### config.mk
export PLATFORM = sky130hd
export DESIGN_NAME = fifo_param
export DESIGN_NICKNAME = d
export VERILOG_FILES = /design/src/rtl/fifo_param.sv
export SDC_FILE = /design/constraint.sdc
export NUM_CORES = 1
export LEC_CHECK = 0
export ABC_CLOCK_PERIOD_IN_PS = 3000
export CORE_MARGIN = 1.5
export CORE_UTILIZATION = 55
export DETAILED_ROUTE_END_ITERATION = 6
export PLACE_DENSITY = 0.74
export SETUP_SLACK_MARGIN = 0.5
export SKIP_CTS_REPAIR_TIMING = 1
export SLEW_MARGIN = 20
export SYNTH_ARGS = -nofsm -noshare
export SYNTH_HDL_FRONTEND = slang
export SYNTH_SLANG_ARGS = --single-unit
### constraint.sdc
create_clock -name ck -period 3 [get_ports ck]
set_input_delay 0.3 -clock ck [delete_from_list [all_inputs] [get_ports ck]]
set_output_delay 0.3 -clock ck [all_outputs]
set_load 0.05 [all_outputs]
### src/rtl/fifo_param.sv
// -----------------------------------------------------------------------------
// fifo_param
//
// Parametrised single-clock synchronous FIFO. It sits between a producer and a
// consumer datapath stage in the same clock domain.
//
// Features:
//   - WIDTH-bit words, DEPTH = 2**DEPTH_LOG2 entries.
//   - Occupancy count (0..DEPTH).
//   - Almost-full flag  (Count >= AF_LEVEL).
//   - Almost-empty flag (Count <= AE_LEVEL).
//   - Sticky overflow and underflow error flags, cleared by Clr_err.
//   - Two read modes, selected by FWFT:
//       FWFT = 0 : registered read. Dout is loaded on an accepted read and
//                  Dvalid pulses for exactly the following cycle.
//       FWFT = 1 : first-word-fall-through. Dout always shows the head entry
//                  and Dvalid = ~Fempty.
//
// Parameters:
//   WIDTH      data word width in bits
//   DEPTH_LOG2 log2 of the number of entries
//   AF_LEVEL   almost-full threshold,  legal range 1..DEPTH
//   AE_LEVEL   almost-empty threshold, legal range 0..DEPTH-1
//   FWFT       read mode, 0 = registered read, 1 = fall-through
//
// Ports:
//   ck       in   clock; every state change happens on the rising edge
//   rst      in   synchronous active-low reset
//   Din      in   write data
//   Wen      in   write request
//   Ren      in   read request (pop)
//   Clr_err  in   clears Ovf and Udf (a set in the same cycle wins)
//   Dout     out  read data
//   Dvalid   out  Dout holds valid data
//   Fempty   out  FIFO empty
//   Ffull    out  FIFO full
//   Fafull   out  almost full
//   Faempty  out  almost empty
//   Count    out  occupancy, 0..DEPTH
//   Ovf      out  sticky overflow: write attempted while full
//   Udf      out  sticky underflow: read attempted while empty
// -----------------------------------------------------------------------------
module fifo_param #(
  parameter int WIDTH      = 8,
  parameter int DEPTH_LOG2 = 4,
  parameter int AF_LEVEL   = 12,
  parameter int AE_LEVEL   = 4,
  parameter int FWFT       = 0
) (
  input  logic                  ck,
  input  logic                  rst,
  input  logic [WIDTH-1:0]      Din,
  input  logic                  Wen,
  input  logic                  Ren,
  input  logic                  Clr_err,
  output logic [WIDTH-1:0]      Dout,
  output logic                  Dvalid,
  output logic                  Fempty,
  output logic                  Ffull,
  output logic                  Fafull,
  output logic                  Faempty,
  output logic [DEPTH_LOG2:0]   Count,
  output logic                  Ovf,
  output logic                  Udf
);

  localparam int DEPTH = 2 ** DEPTH_LOG2;
  localparam int CW    = DEPTH_LOG2 + 1;

  typedef logic [CW-1:0]         count_t;
  typedef logic [DEPTH_LOG2-1:0] ptr_t;

  localparam count_t DEPTH_C = count_t'(DEPTH);
  localparam count_t AF_C    = count_t'(AF_LEVEL);
  localparam count_t AE_C    = count_t'(AE_LEVEL);
  localparam count_t ONE_C   = count_t'(1);
  localparam ptr_t   PONE_C  = ptr_t'(1);

  // ---------------------------------------------------------------------------
  // Storage and state
  // ---------------------------------------------------------------------------
  logic [WIDTH-1:0] mem [DEPTH];

  ptr_t   wptr;
  ptr_t   rptr;
  count_t count;
  count_t count_next;

  logic fempty_q;
  logic ffull_q;
  logic fafull_q;
  logic faempty_q;
  logic ovf_q;
  logic udf_q;

  logic wr_ok;
  logic rd_ok;

  // Acceptance is decided from the flags registered before the edge, so a
  // write into a full FIFO is rejected even if a read frees a slot on the
  // same edge, and a read from an empty FIFO is rejected even if a write
  // lands on that edge.
  assign wr_ok = Wen & ~ffull_q;
  assign rd_ok = Ren & ~fempty_q;

  // ---------------------------------------------------------------------------
  // Next occupancy
  // ---------------------------------------------------------------------------
  // NOTE: every signal written in an always_comb gets a default first, so no
  // path through the block can leave it unassigned and infer a latch.
  always_comb begin
    count_next = count;
    unique case ({wr_ok, rd_ok})
      2'b10:   count_next = count + ONE_C;
      2'b01:   count_next = count - ONE_C;
      default: count_next = count;  // idle, or a simultaneous push and pop
    endcase
  end

  // ---------------------------------------------------------------------------
  // Pointers, count, status flags and error flags
  // ---------------------------------------------------------------------------
  // NOTE: sequential state uses non-blocking assignments only, so every
  // register samples the pre-edge values of the others regardless of the
  // order of the statements.
  always_ff @(posedge ck) begin
    if (!rst) begin
      wptr      <= '0;
      rptr      <= '0;
      count     <= '0;
      fempty_q  <= 1'b1;
      ffull_q   <= 1'b0;
      fafull_q  <= 1'b0;
      faempty_q <= 1'b1;
      ovf_q     <= 1'b0;
      udf_q     <= 1'b0;
    end else begin
      // The pointers are exactly DEPTH_LOG2 bits wide, so they wrap
      // modulo DEPTH on their own. When Wptr == Rptr, full and empty are
      // told apart only by count.
      if (wr_ok) wptr <= wptr + PONE_C;
      if (rd_ok) rptr <= rptr + PONE_C;

      count <= count_next;

      // The flags are registered from the next count, so they always agree
      // with the Count value that becomes visible on the same edge.
      fempty_q  <= (count_next == '0);
      ffull_q   <= (count_next == DEPTH_C);
      fafull_q  <= (count_next >= AF_C);
      faempty_q <= (count_next <= AE_C);

      // The error flags are sticky. A new error in the same cycle as
      // Clr_err wins, so no event can be lost to a concurrent clear.
      if (Wen && ffull_q) begin
        ovf_q <= 1'b1;
      end else if (Clr_err) begin
        ovf_q <= 1'b0;
      end

      if (Ren && fempty_q) begin
        udf_q <= 1'b1;
      end else if (Clr_err) begin
        udf_q <= 1'b0;
      end
    end
  end

  // ---------------------------------------------------------------------------
  // Memory write port
  // ---------------------------------------------------------------------------
  // NOTE: the array is deliberately not reset. Clearing the pointers and the
  // count is enough to discard stale contents, and a reset on the array
  // would stop it mapping onto RAM.
  always_ff @(posedge ck) begin
    if (rst && wr_ok) begin
      mem[wptr] <= Din;
    end
  end

  // ---------------------------------------------------------------------------
  // Read port
  // ---------------------------------------------------------------------------
  generate
    if (FWFT == 0) begin : g_registered_read
      logic [WIDTH-1:0] dout_q;
      logic             dvalid_q;

      // Dout keeps its last value between reads. Dvalid marks only the
      // cycle that immediately follows an accepted read.
      always_ff @(posedge ck) begin
        if (!rst) begin
          dout_q   <= '0;
          dvalid_q <= 1'b0;
        end else begin
          dvalid_q <= rd_ok;
          if (rd_ok) begin
            dout_q <= mem[rptr];
          end
        end
      end

      assign Dout   = dout_q;
      assign Dvalid = dvalid_q;
    end else begin : g_fall_through
      // The head entry is presented combinationally. A word written on one
      // edge is visible right after that edge, because Fempty clears on the
      // same edge. A pop advances Rptr, so the next word appears after the
      // popping edge.
      assign Dout   = mem[rptr];
      assign Dvalid = ~fempty_q;
    end
  endgenerate

  // ---------------------------------------------------------------------------
  // Outputs
  // ---------------------------------------------------------------------------
  assign Fempty  = fempty_q;
  assign Ffull   = ffull_q;
  assign Fafull  = fafull_q;
  assign Faempty = faempty_q;
  assign Count   = count;
  assign Ovf     = ovf_q;
  assign Udf     = udf_q;

endmodule

# Word level (Yosys, flattened, before mapping)
# Memories as Yosys holds them, arrays and structs flattened. A register that Yosys moved wholly into a read port is not among the register bits.
# Index checks and enable logic that the tools add are counted.
[totals] regBits=20 ram_bits=128 output_inout_bits=20 word_cells=37 mem_count=1
[classes] addsub=4 n_lt_le_gt_ge=2 n_eq_ne=3 n_mux=6 bitwise_logic=4 reduce_logical=7
[mem_list] memory="mem" words=16 word_bits=8 read_ports=1 rd_clocked_by_memory_dff=1 wr=1 line="82" text="logic [WIDTH-1:0] mem [DEPTH];"
[op_table] op="case mux 5 bit (2 select lines)" n=1
[op_table] op="adder 4 x 1 -> 4 bit (second input constant)" n=2
[op_table] op="adder 5 x 1 -> 5 bit (second input constant)" n=1
[op_table] op="== test 5 bit (second input constant)" n=1
[op_table] op=">= comparator 5 x 4 -> 1 bit (second input constant)" n=1
[op_table] op="less-or-equal comparator 5 x 3 -> 1 bit (second input constant)" n=1
[op_table] op="zero test 5 bit" n=1
[op_table] op="two-way mux 1 bit" n=5
[op_table] op="subtractor 5 x 1 -> 5 bit (second input constant)" n=1
[op_table] op="nonzero test 2 bit" n=2
[op_table] op="logical AND 1 bit" n=3
[op_table] op="AND 1 bit" n=2
[op_table] op="== test 2 x 1 -> 1 bit (second input constant)" n=1
[op_table] op="== test 2 bit (second input constant)" n=1
[op_table] op="inverter 1 bit" n=2
[op_table] op="zero test 1 bit" n=1

# Logic depth before layout (Yosys ltp)
# Gate-level depths: netlist (run 1).
[logic_depth] depth_word=5 mapped_depth=13 ltp_nobuf=11

# Least setup slack after synthesis (run 1)
# No wires, ideal clock.
[synth_timing] path_kind="register to register" startpoint="register fempty_q, in the netlist Fempty" endpoint="register ffull_q, in the netlist Ffull" setup_ns=0.061 arrival_ns=2.633 slack_ns=0.306 stages_incl_launch_ff=13 n_path_buf=2 synth_period_minus_slack_ns=2.694 path_cell_list="dfxtp_1 > nor2b_1 > buf_4 > ha_1 > buf_6 > xor2_1 > ha_1 > o21ai_0 > nand2_1 > o21ai_1 > a211oi_2 > mux2i_2 > and4_1"
[synth_between] elab_chain_len=5 word_cells_on_any_way=6
[synth_rtl] element="start, declared" line="89" text="logic fempty_q;"
[synth_rtl] element="start signal, assigned" line="148" text="fempty_q <= (count_next == '0);"
[synth_rtl] element="inverter 1 bit (*)" line="104" text="assign rd_ok = Ren & ~fempty_q;"
[synth_rtl] element="AND 1 bit (*)" line="104"
[synth_rtl] element="named net rd_ok" line="97" text="logic rd_ok;"
[synth_rtl] element="== test 2 x 1 -> 1 bit / == test 2 bit (equally long branches)" line="113" text="unique case ({wr_ok, rd_ok})"
[synth_rtl] element="case mux 5 bit (2 select lines) (*)" line="113"
[synth_rtl] element="== test 5 bit (*)" line="149" text="ffull_q <= (count_next == DEPTH_C);"
[synth_rtl] element="end signal, assigned" line="149"
[synth_rtl] element="end, declared" line="90" text="logic ffull_q;"
# The timed path passes the listed nets; every way through them passes the cells marked *.
# A chain may end at the register's enable or synchronous reset.

# Worst setup path in the final report (run 1)
[layout_timing] startpoint="input Wen" endpoint="register ffull_q, in the netlist Ffull"
[layout_between] elab_chain_len=4 word_cells_on_any_way=5
[layout_rtl] element="start, declared" line="53" text="input logic Wen,"
[layout_rtl] element="AND 1 bit (*)" line="103" text="assign wr_ok = Wen & ~ffull_q;"
[layout_rtl] element="== test 2 x 1 -> 1 bit / == test 2 bit (equally long branches)" line="113"
[layout_rtl] element="case mux 5 bit (2 select lines) (*)" line="113"
[layout_rtl] element="== test 5 bit (*)" line="149"
# Mark *: on every way between the ends. The rest lies on a longest branch, timed or not.

==> run summary, run 1 <==
Status - finished clean
CP arrival - 2.69 ns
Maxcap violations - 0
Core area - 11000 um^2
Final estimated routing congestion in global placement - 0.769
Largest area contributor in the synthesized netlist - edfxtp_1
Yosys warning total - 0
Die ar. - 12100 um^2
Worst-Margin Slew - 0.731 ns
Number of buffers added on ports - 32
Flops & latches, synth - 156
DR top layer - met4
Synth top area cells - edfxtp_1, dfxtp_1, mux4_2, mux4_1, a22oi_1
Max stage delay on crit path - 0.48 ns
Rows - 38
Die Span X - 110 um
Die Y - 110 um
Crit-path cells - clkdlybuf4s50_1 -> nor2b_2 -> inv_1 -> ha_1 -> xor2_1 -> ha_1 -> o21ai_0 -> nand2_1 -> o21ai_1 -> a211oi_2 -> mux2i_2 -> and4_1
H-tree depth - 4
Post-Syn Area per Cell - 17.3 um^2
Number of global-route vias before repair - 3213
# DRC - 0
CP most frequent cell - ha_1
Util after Layout - 67.5%
Post-synthesis sequential area ratio - 70.1%
Routed vias/inst - 5.75
Post-DP HPWL - 7230 um
Async S/R FF share, synth - 0%
Worst path slowest cell - clkdlybuf4s50_1
Skew final - 0.00799 ns
Count of final setup violators - 0
Crit path kind - input pin to flip-flop
RSZ-0062 raised after global routing - no
Top-count cell post-synth - edfxtp_1
Initial antenna violation count - 0
Ports - 33
Insertion delay to the later sink of the worst-skew pair - 0.42 ns
Fin crit period - 2.34 ns
Area Overhead vs Synth - 18.1%
Leak - 2.48 nW
Met3 wire len - 661 um
GRT Total Usage - 22.0%
Clock Tree Buf Depth - 2
Most frequent cells after synthesis - edfxtp_1, nand2_1, dfxtp_1
CTS Root Cell - clkbuf_16
Synth Flop Type - edfxtp_1
Area of the multi-input gates - 1700 um^2
Final worst-path cycle share - 77.8%
Iter 0 DRT Violations - 311
Grt ovf - 0
First-pass GRT wire length - 18300 um
Clock transition at path regs - 0.06 ns
Fraction of final layout cells with drive strength greater than 1 - 17.7%
WP data required - 3.36 ns
Hold/Removal Path Class - flip-flop to flip-flop
Fmax - 428 MHz
Worst Path Buf+Inv - 2
Fin. Hold Viols - 0
Metal2 WL - 5830 um
Pwr dens - 777 nW/um^2
Share of the synthesized area in the top cell type - 61.2%
Filler Cell Count - 747
Max-slew violation count - 0
Max IR drop VDD - 0.522 mV
CTS tree - done
ANT cells - 0
Initial core utilization - 57.2%
Antenna viol nets, final - 0
Post-synth EDFFs - 128
Syn nets - 384
Clock buffer count from CTS - 17
Vias - 3274
Mapped cell area - 6280 um^2
CTS Sinks - 156
Largest net degree at the start of global routing - 36
Yosys cell types - 41
1st-pass router iterations - 5
Critical path's top delay family - buffers and inverters
Final instance area - 7420 um^2
Crit Path Max Fanout - 5
Wirelength per Cell - 20.8 um
Fin Setup TNS - 0 ns
CP startpoint kind - input pin
Slew headroom - 51.1%
Layout net count - 437
Storage element area - 4410 um^2
Crit end category - flip-flop
Total wire length - 11800 um
Met1 wire length - 5230 um
Syn Inst Count - 363
Dpl cell area - 6800 um^2
[cells by family after synthesis]
kind of cell	Yosys count	share of synthesized area, %
buffers and inverters	25	2.89
adder cells (fa/ha/maj)	8	1.59
AO/OA/AOI/OAI	39	4.16
AND/OR/NAND/NOR	89	6.87
XOR/XNOR	11	1.53
multiplexers	35	12.8
flip-flops	156	70.1
[path summary, 6_finish.rpt]
path | startpoint | end | slack, ns | cells past startpoint
min reg2reg | Dout[3] | Dout[3] | 0.45 | 2
min | Dout[3] | Dout[3] | 0.45 | 2
max | Wen | Ffull | 0.66 | 12
max reg2reg | Ffull | Ffull | 0.72 | 11
[worst register-to-register path, stage by stage (launching register included)]
cell and delay [ns]:
dfxtp_2 0.33, nor2b_2 0.14, inv_1 0.07, ha_1 0.21
xor2_1 0.16, ha_1 0.23, o21ai_0 0.12, nand2_1 0.08
o21ai_1 0.07, a211oi_2 0.24, mux2i_2 0.34, and4_1 0.22
[final cells by class]
type	count	share of cell area, %
Clock buffer	17	5.73
Sequential cell	156	59.4
Timing Repair Buffer	53	6.61
Tap cell	140	2.36
Multi-Input combinational cell	182	22.9
Inverter	6	0.304
Clock inverter	15	2.63
[metrics by stage]
stage	hold WS [ns]	instances	worst slack, ns	total power [W]
2_1_floorplan	0.399	363	0.545	0.00330
3_3_place_gp	0.438	537	0.342	0.00356
3_5_place_dp	0.443	537	0.259	0.00358
4_1_cts	0.451	569	0.679	0.00581
5_1_grt	0.463	569	0.540	0.00597
6_report	0.449	569	0.665	0.00576
[registers in the layout, indices dropped and copies added, names as in the netlist, 4 cells and up]
signal and count:
mem 128, Dout 8, Count 5, rptr 4, wptr 4
[report_power, final]
group	internal, W	switching (W)
Clock	0.00139	0.000849
Sequential	0.00243	0.0000749
Combinational	0.000430	0.000589
[cells in the final DEF (no fill, tap or decap), drive strengths merged, types with 4 or more instances in the layout]
cell type	instances
o21ai	12
nand2	33
mux4	32
inv	8
bufinv	4
clkinv	7
a22oi	18
nor2	20
buf	21
xnor2	8
nor2b	11
ha	8
dfxtp	28
edfxtp	128
clkbuf	17
and2	8
clkdlybuf4s50	32
[layer usage]
metal / track usage (%) / vias up
li1: - / 1521
met1: 30.5 / 1629
met2: 34.3 / 113
met3: 5.45 / 11
met4: 7.61 / 0
met5: 0 / -
(Power assumes the default switching activity.)
==> run 2, diff against run 1 <==
- ABC_CLOCK_PERIOD_IN_PS: 3000 -> 2100
- CORE_UTILIZATION: 55 -> 53
- PLACE_DENSITY: 0.74 -> 0.75
- clock period: 3 -> 2.1 ns (I/O delays scaled with it)
==> run 2 against run 1 <==
Against the previous run:
- die area grew 3.7%
- sequential power rose by 43%
- critical path depth fell by 1
- combinational power is 84% higher
- clock-buffer cell count is the same
- final cell count rose by 4.6%
- core utilization increased by 0.13 points
- first-iteration DRC count up 21%
- via count grew 5.7%
- sequential share of layout area is 2.5 points lower
- clock power is 29% higher
==> run summary, run 2 (synthesis results as in run 1) <==
Die ar. - 12500 um^2
Cells after DPL - 549
Leak - 2.81 nW
Worst path slowest cell - dfxtp_4
Vias - 3461
Wirelength per Cell - 22.1 um
Fmax - 478 MHz
Largest net degree at the start of global routing - 36
Worst Path Buf+Inv - 1
Number of global-route vias before repair - 3417
Clock buffer count from CTS - 17
First-pass GRT wire length - 19000 um
Skew final - 0.0131 ns
Slew headroom - 41.9%
Grt ovf - 0
CP arrival - 2.39 ns
FF-to-FF path depth - 11
Initial core utilization - 54.8%
Number of cells on the critical path - 11
Antenna viol nets, final - 0
Area Overhead vs Synth - 23.5%
Setup ws final - 0.00745 ns
Reg2reg end - Fafull
Max stage delay on crit path - 0.35 ns
Pwr dens - 1080 nW/um^2
Fin Setup TNS - 0 ns
Fin. Hold Viols - 0
Die Y - 112 um
Crit Path Max Fanout - 5
H-tree depth - 4
Routed vias/inst - 5.82
Leading cell types in the layout, fill and taps excluded - edfxtp_1, buf_4, nand2_1, mux4_2, dfxtp_1
Setup slack, reg-to-reg - 0.007 ns
Clock Tree Buf Depth - 2
Total wire length - 13100 um
Hold/Removal Path Class - flip-flop to flip-flop
WP data required - 2.40 ns
Setup crit end - Fafull
Fin crit period - 2.09 ns
Util after Layout - 67.7%
Core area - 11500 um^2
Critical path's top delay family - XOR/XNOR gates
CTS tree - done
Pre-CTS setup slack - -0.433 ns
Post-DP HPWL - 7580 um
Most common cell after layout, fill and taps aside - edfxtp_1
# DRC - 0
Layout net count - 460
Worst-Margin Slew - 0.869 ns
Number of buffers added on ports - 32
Initial antenna violation count - 0
Die Span X - 112 um
Count of final setup violators - 0
Crit path kind - flip-flop to flip-flop
Fraction of final layout cells with drive strength greater than 1 - 31.0%
Post-route non-filler standard cell count - 595
ANT cells - 0
Largest reg by FF count - mem
Crit end category - flip-flop
R2r startpoint - Ffull
Insertion delay to the later sink of the worst-skew pair - 0.42 ns
Iter 0 DRT Violations - 376
Clock transition at path regs - 0.06 ns
GRT Total Usage - 20.8%
Max IR drop VDD - 0.945 mV
Crit path from - Ffull
CTS Sinks - 156
Final estimated routing congestion in global placement - 0.895
Maxcap violations - 0
CTS Root Cell - clkbuf_16
Pwr Total - 0.00835 W
Max-slew violation count - 0
Final worst-path cycle share - 99.6%
Rows - 39
Status - finished clean
1st-pass router iterations - 5
CP startpoint kind - flip-flop
RSZ-0062 raised after global routing - yes
Ports - 33
Crit-path cells - nor2b_4 -> inv_2 -> ha_4 -> xor2_2 -> ha_4 -> a21oi_2 -> xnor2_1 -> nand2b_1 -> xor2_2 -> nor3b_1 -> or2_1
Max reg flops - 128
Filler Cell Count - 733
run 2: cell types whose count changed in the layout (fill, tap and decap cells not counted), moves of 3 or more:
cell / before / now
clkdlybuf4s50_1: 32 / 14
dlymetal6s2s_1: 0 / 16
a22oi_1: 18 / 4
a22oi_2: 0 / 14
buf_4: 20 / 34
mux4_1: 14 / 1
mux4_2: 18 / 31
buf_6: 0 / 4
buf_12: 1 / 4
bufinv_16: 4 / 1
dfxtp_2: 3 / 0
dfxtp_4: 0 / 3
run 2: worst register-to-register path: cells and delay by family (launching register included):
family	cells	cell delay (ns)
flip-flops	1	0.35
buffers and inverters	1	0.05
XOR/XNOR	3	0.59
AND/OR/NAND/NOR	4	0.51
AO/OA/AOI/OAI	1	0.13
adder cells (fa/ha/maj)	2	0.35
run 2: power by group:
group | internal [W] | total, W | leakage, nW | switching (W)
Sequential | 0.00348 | 0.00358 | 1.38 | 0.000104
Combinational | 0.000871 | 0.00188 | 1.17 | 0.00101
Clock | 0.00165 | 0.00289 | 0.263 | 0.00124
Total | 0.00599 | 0.00835 | 2.81 | 0.00235
run 2: how the worst min path moves through the flow:
stage                        from  slack, ns  depth (start not counted)        end
after floorplan            Din[0]       0.31                          0  mem[0][0]
after global placement    Dout[7]       0.44                          2    Dout[7]
after detailed placement  Dout[7]       0.44                          2    Dout[7]
after CTS                 Dout[7]       0.45                          2    Dout[7]
after global routing      Dout[7]       0.45                          2    Dout[7]
final                     Dout[0]       0.44                          2    Dout[0]
run 2: final cells by class:
class | instances | area (um^2) | area share [%]
clock buffers | 17 | 425 | 5.48
well taps | 143 | 179 | 2.31
multi-input cells | 182 | 1800 | 23.2
inverters | 6 | 22.5 | 0.290
repair buffers | 76 | 781 | 10.1
clock inverters | 15 | 140 | 1.81
flip-flops and latches | 156 | 4420 | 56.9
run 2: stage by stage:
| step | hold slack (ns) | cell area (um^2) |
|---|---|---|
| 5_1_grt | 0.455 | 7760 |
| 3_3_place_gp | 0.438 | 6930 |
| 3_5_place_dp | 0.442 | 6930 |
| 6_report | 0.444 | 7760 |
| 2_1_floorplan | 0.309 | 6330 |
| 4_1_cts | 0.451 | 7500 |
run 2: per-layer routing:
| metal | global-route usage (%) | vias to the layer above | wire length, um |
|---|---|---|---|
| li1 | - | 1548 | - |
| met1 | 28.2 | 1751 | 5410 |
| met2 | 31.8 | 147 | 6400 |
| met3 | 5.72 | 15 | 1130 |
| met4 | 9.70 | 0 | 202 |
| met5 | 0 | - | 0 |
==> run 3, diff against run 2 <==
- REMOVE_ABC_BUFFERS: default -> 1
==> run 3 against run 2 <==
Against the previous run:
- the run now ends with setup timing left
- die area unchanged
- clock power up 18%
- clock skew down 0.0049 ns
- clock-buffer cell count up 3
- via count down 2.1%
- power up 5.7%
- core utilization up 0.71 points
- register-to-register slack worse by 0.02 ns
- combinational power down 4%
- critical path depth unchanged
- largest power group unchanged
- highest routed layer unchanged
==> run summary, run 3 (synthesis results as in run 1) <==
Status - finished, violations left
Violated checks - setup timing
Grt ovf - 0
Largest reg by FF count - mem
Final estimated routing congestion in global placement - 0.808
Pwr dens - 1130 nW/um^2
Die Y - 112 um
Insertion delay to the later sink of the worst-skew pair - 0.42 ns
Fraction of final layout cells with drive strength greater than 1 - 31.6%
Skew final - 0.00820 ns
Hold depth - 2
# DRC - 0
Met1 Resource Use GR - 28.0%
Crit Path Max Fanout - 5
Antenna viol nets, final - 0
H-tree depth - 4
Cells after DPL - 548
Max reg flops - 128
Max IR drop VDD - 0.934 mV
Clock buffer count from CTS - 17
Maxcap violations - 0
RSZ-0062 raised after global routing - yes
Pre-CTS setup slack - -0.639 ns
Leak - 2.86 nW
Count of final setup violators - 2
Worst-Margin Slew - 0.834 ns
Routed vias/inst - 5.75
Area Overhead vs Synth - 24.8%
Total wire length - 12700 um
FF-to-FF path depth - 11
CTS Sinks - 156
Hold/Removal Path Class - flip-flop to flip-flop
Met2 GRT Util - 34.5%
Util after Layout - 68.4%
First-pass GRT wire length - 19100 um
WP data required - 2.40 ns
Layout net count - 454
Clock Tree Buf Depth - 2
Max-slew violation count - 0
Number of buffers added on ports - 32
Crit path kind - flip-flop to flip-flop
Clock transition at path regs - 0.06 ns
Ports - 33
Initial core utilization - 54.8%
Slew headroom - 44.2%
Rows - 39
Pwr Total - 0.00882 W
Most common cell after layout, fill and taps aside - edfxtp_1
Fin Setup TNS - -0.0200 ns
Iter 0 DRT Violations - 350
CTS Root Cell - clkbuf_16
Fin crit period - 2.12 ns
CP arrival - 2.42 ns
Number of global-route vias before repair - 3389
Vias - 3389
Largest net degree at the start of global routing - 36
Wirelength per Cell - 21.6 um
Initial antenna violation count - 0
Post-DP HPWL - 7530 um
Post-route non-filler standard cell count - 589
Core area - 11500 um^2
Final worst-path cycle share - 101%
Setup ws final - -0.0156 ns
Fin. Hold Viols - 0
GRT Total Usage - 21.1%
Die Span X - 112 um
Die ar. - 12500 um^2
CP startpoint kind - flip-flop
GR Util met3 - 4.30%
1st-pass router iterations - 5
Leading cell types in the layout, fill and taps excluded - edfxtp_1, nand2_1, mux4_2
CTS tree - done
GR peak layer - met2
Crit end category - flip-flop
ANT cells - 0
Fmax - 473 MHz
[run 3: changes by cell type in the layout (fill, tap and decap cells not counted), moves of 3 or more]
cell,delta
clkinv_4,-3
clkinv_2,+3
bufinv_16,+5
inv_6,-3
buf_4,-7
[run 3: final cells by class]
cell class | instances | area, um^2
repair buffers | 70 | 726
clock buffers | 20 | 447
clock inverters | 12 | 219
flip-flops and latches | 156 | 4410
inverters | 6 | 22.5
multi-input cells | 182 | 1840
well taps | 143 | 179
fillers | 700 | 3630
[run 3: critical path: stages, from the launching register on]
cell and delay [ns]:
dfxtp_4 0.36, nor2b_4 0.12, inv_2 0.06, ha_4 0.18
xor2_4 0.15, ha_4 0.19, o21ai_2 0.13, o21ai_2 0.07
a211oi_2 0.22, mux2i_2 0.33, buf_4 0.17, a21oi_2 0.03
[run 3: path summary, 6_finish.rpt]
kind                               from  endpoint  slack (ns)
worst max-delay path              Ffull    Fempty       -0.02
worst min register to register  Dout[6]   Dout[6]        0.45
worst min-delay path            Dout[6]   Dout[6]        0.45
worst max register to register    Ffull    Fempty       -0.02
[run 3: power by group]
part | internal [W] | switching, W
clock network | 0.00225 | 0.00117
logic | 0.000838 | 0.000967
registers | 0.00347 | 0.000124
total | 0.00656 | 0.00226
[run 3: metal layers]
layer | up-vias | part of all wire (%)
li1 | 1533 | -
met1 | 1712 | 41
met5 | - | 0
met2 | 122 | 51
met4 | 0 | 1.9
met3 | 22 | 5.6
[run 3: through the flow]
stage	area, um^2	hold WS, ns
final	7840	0.445
after detailed placement	6880	0.444
after global placement	6880	0.438
after CTS	7540	0.452
after floorplan	6120	0.302
after global routing	7840	0.476
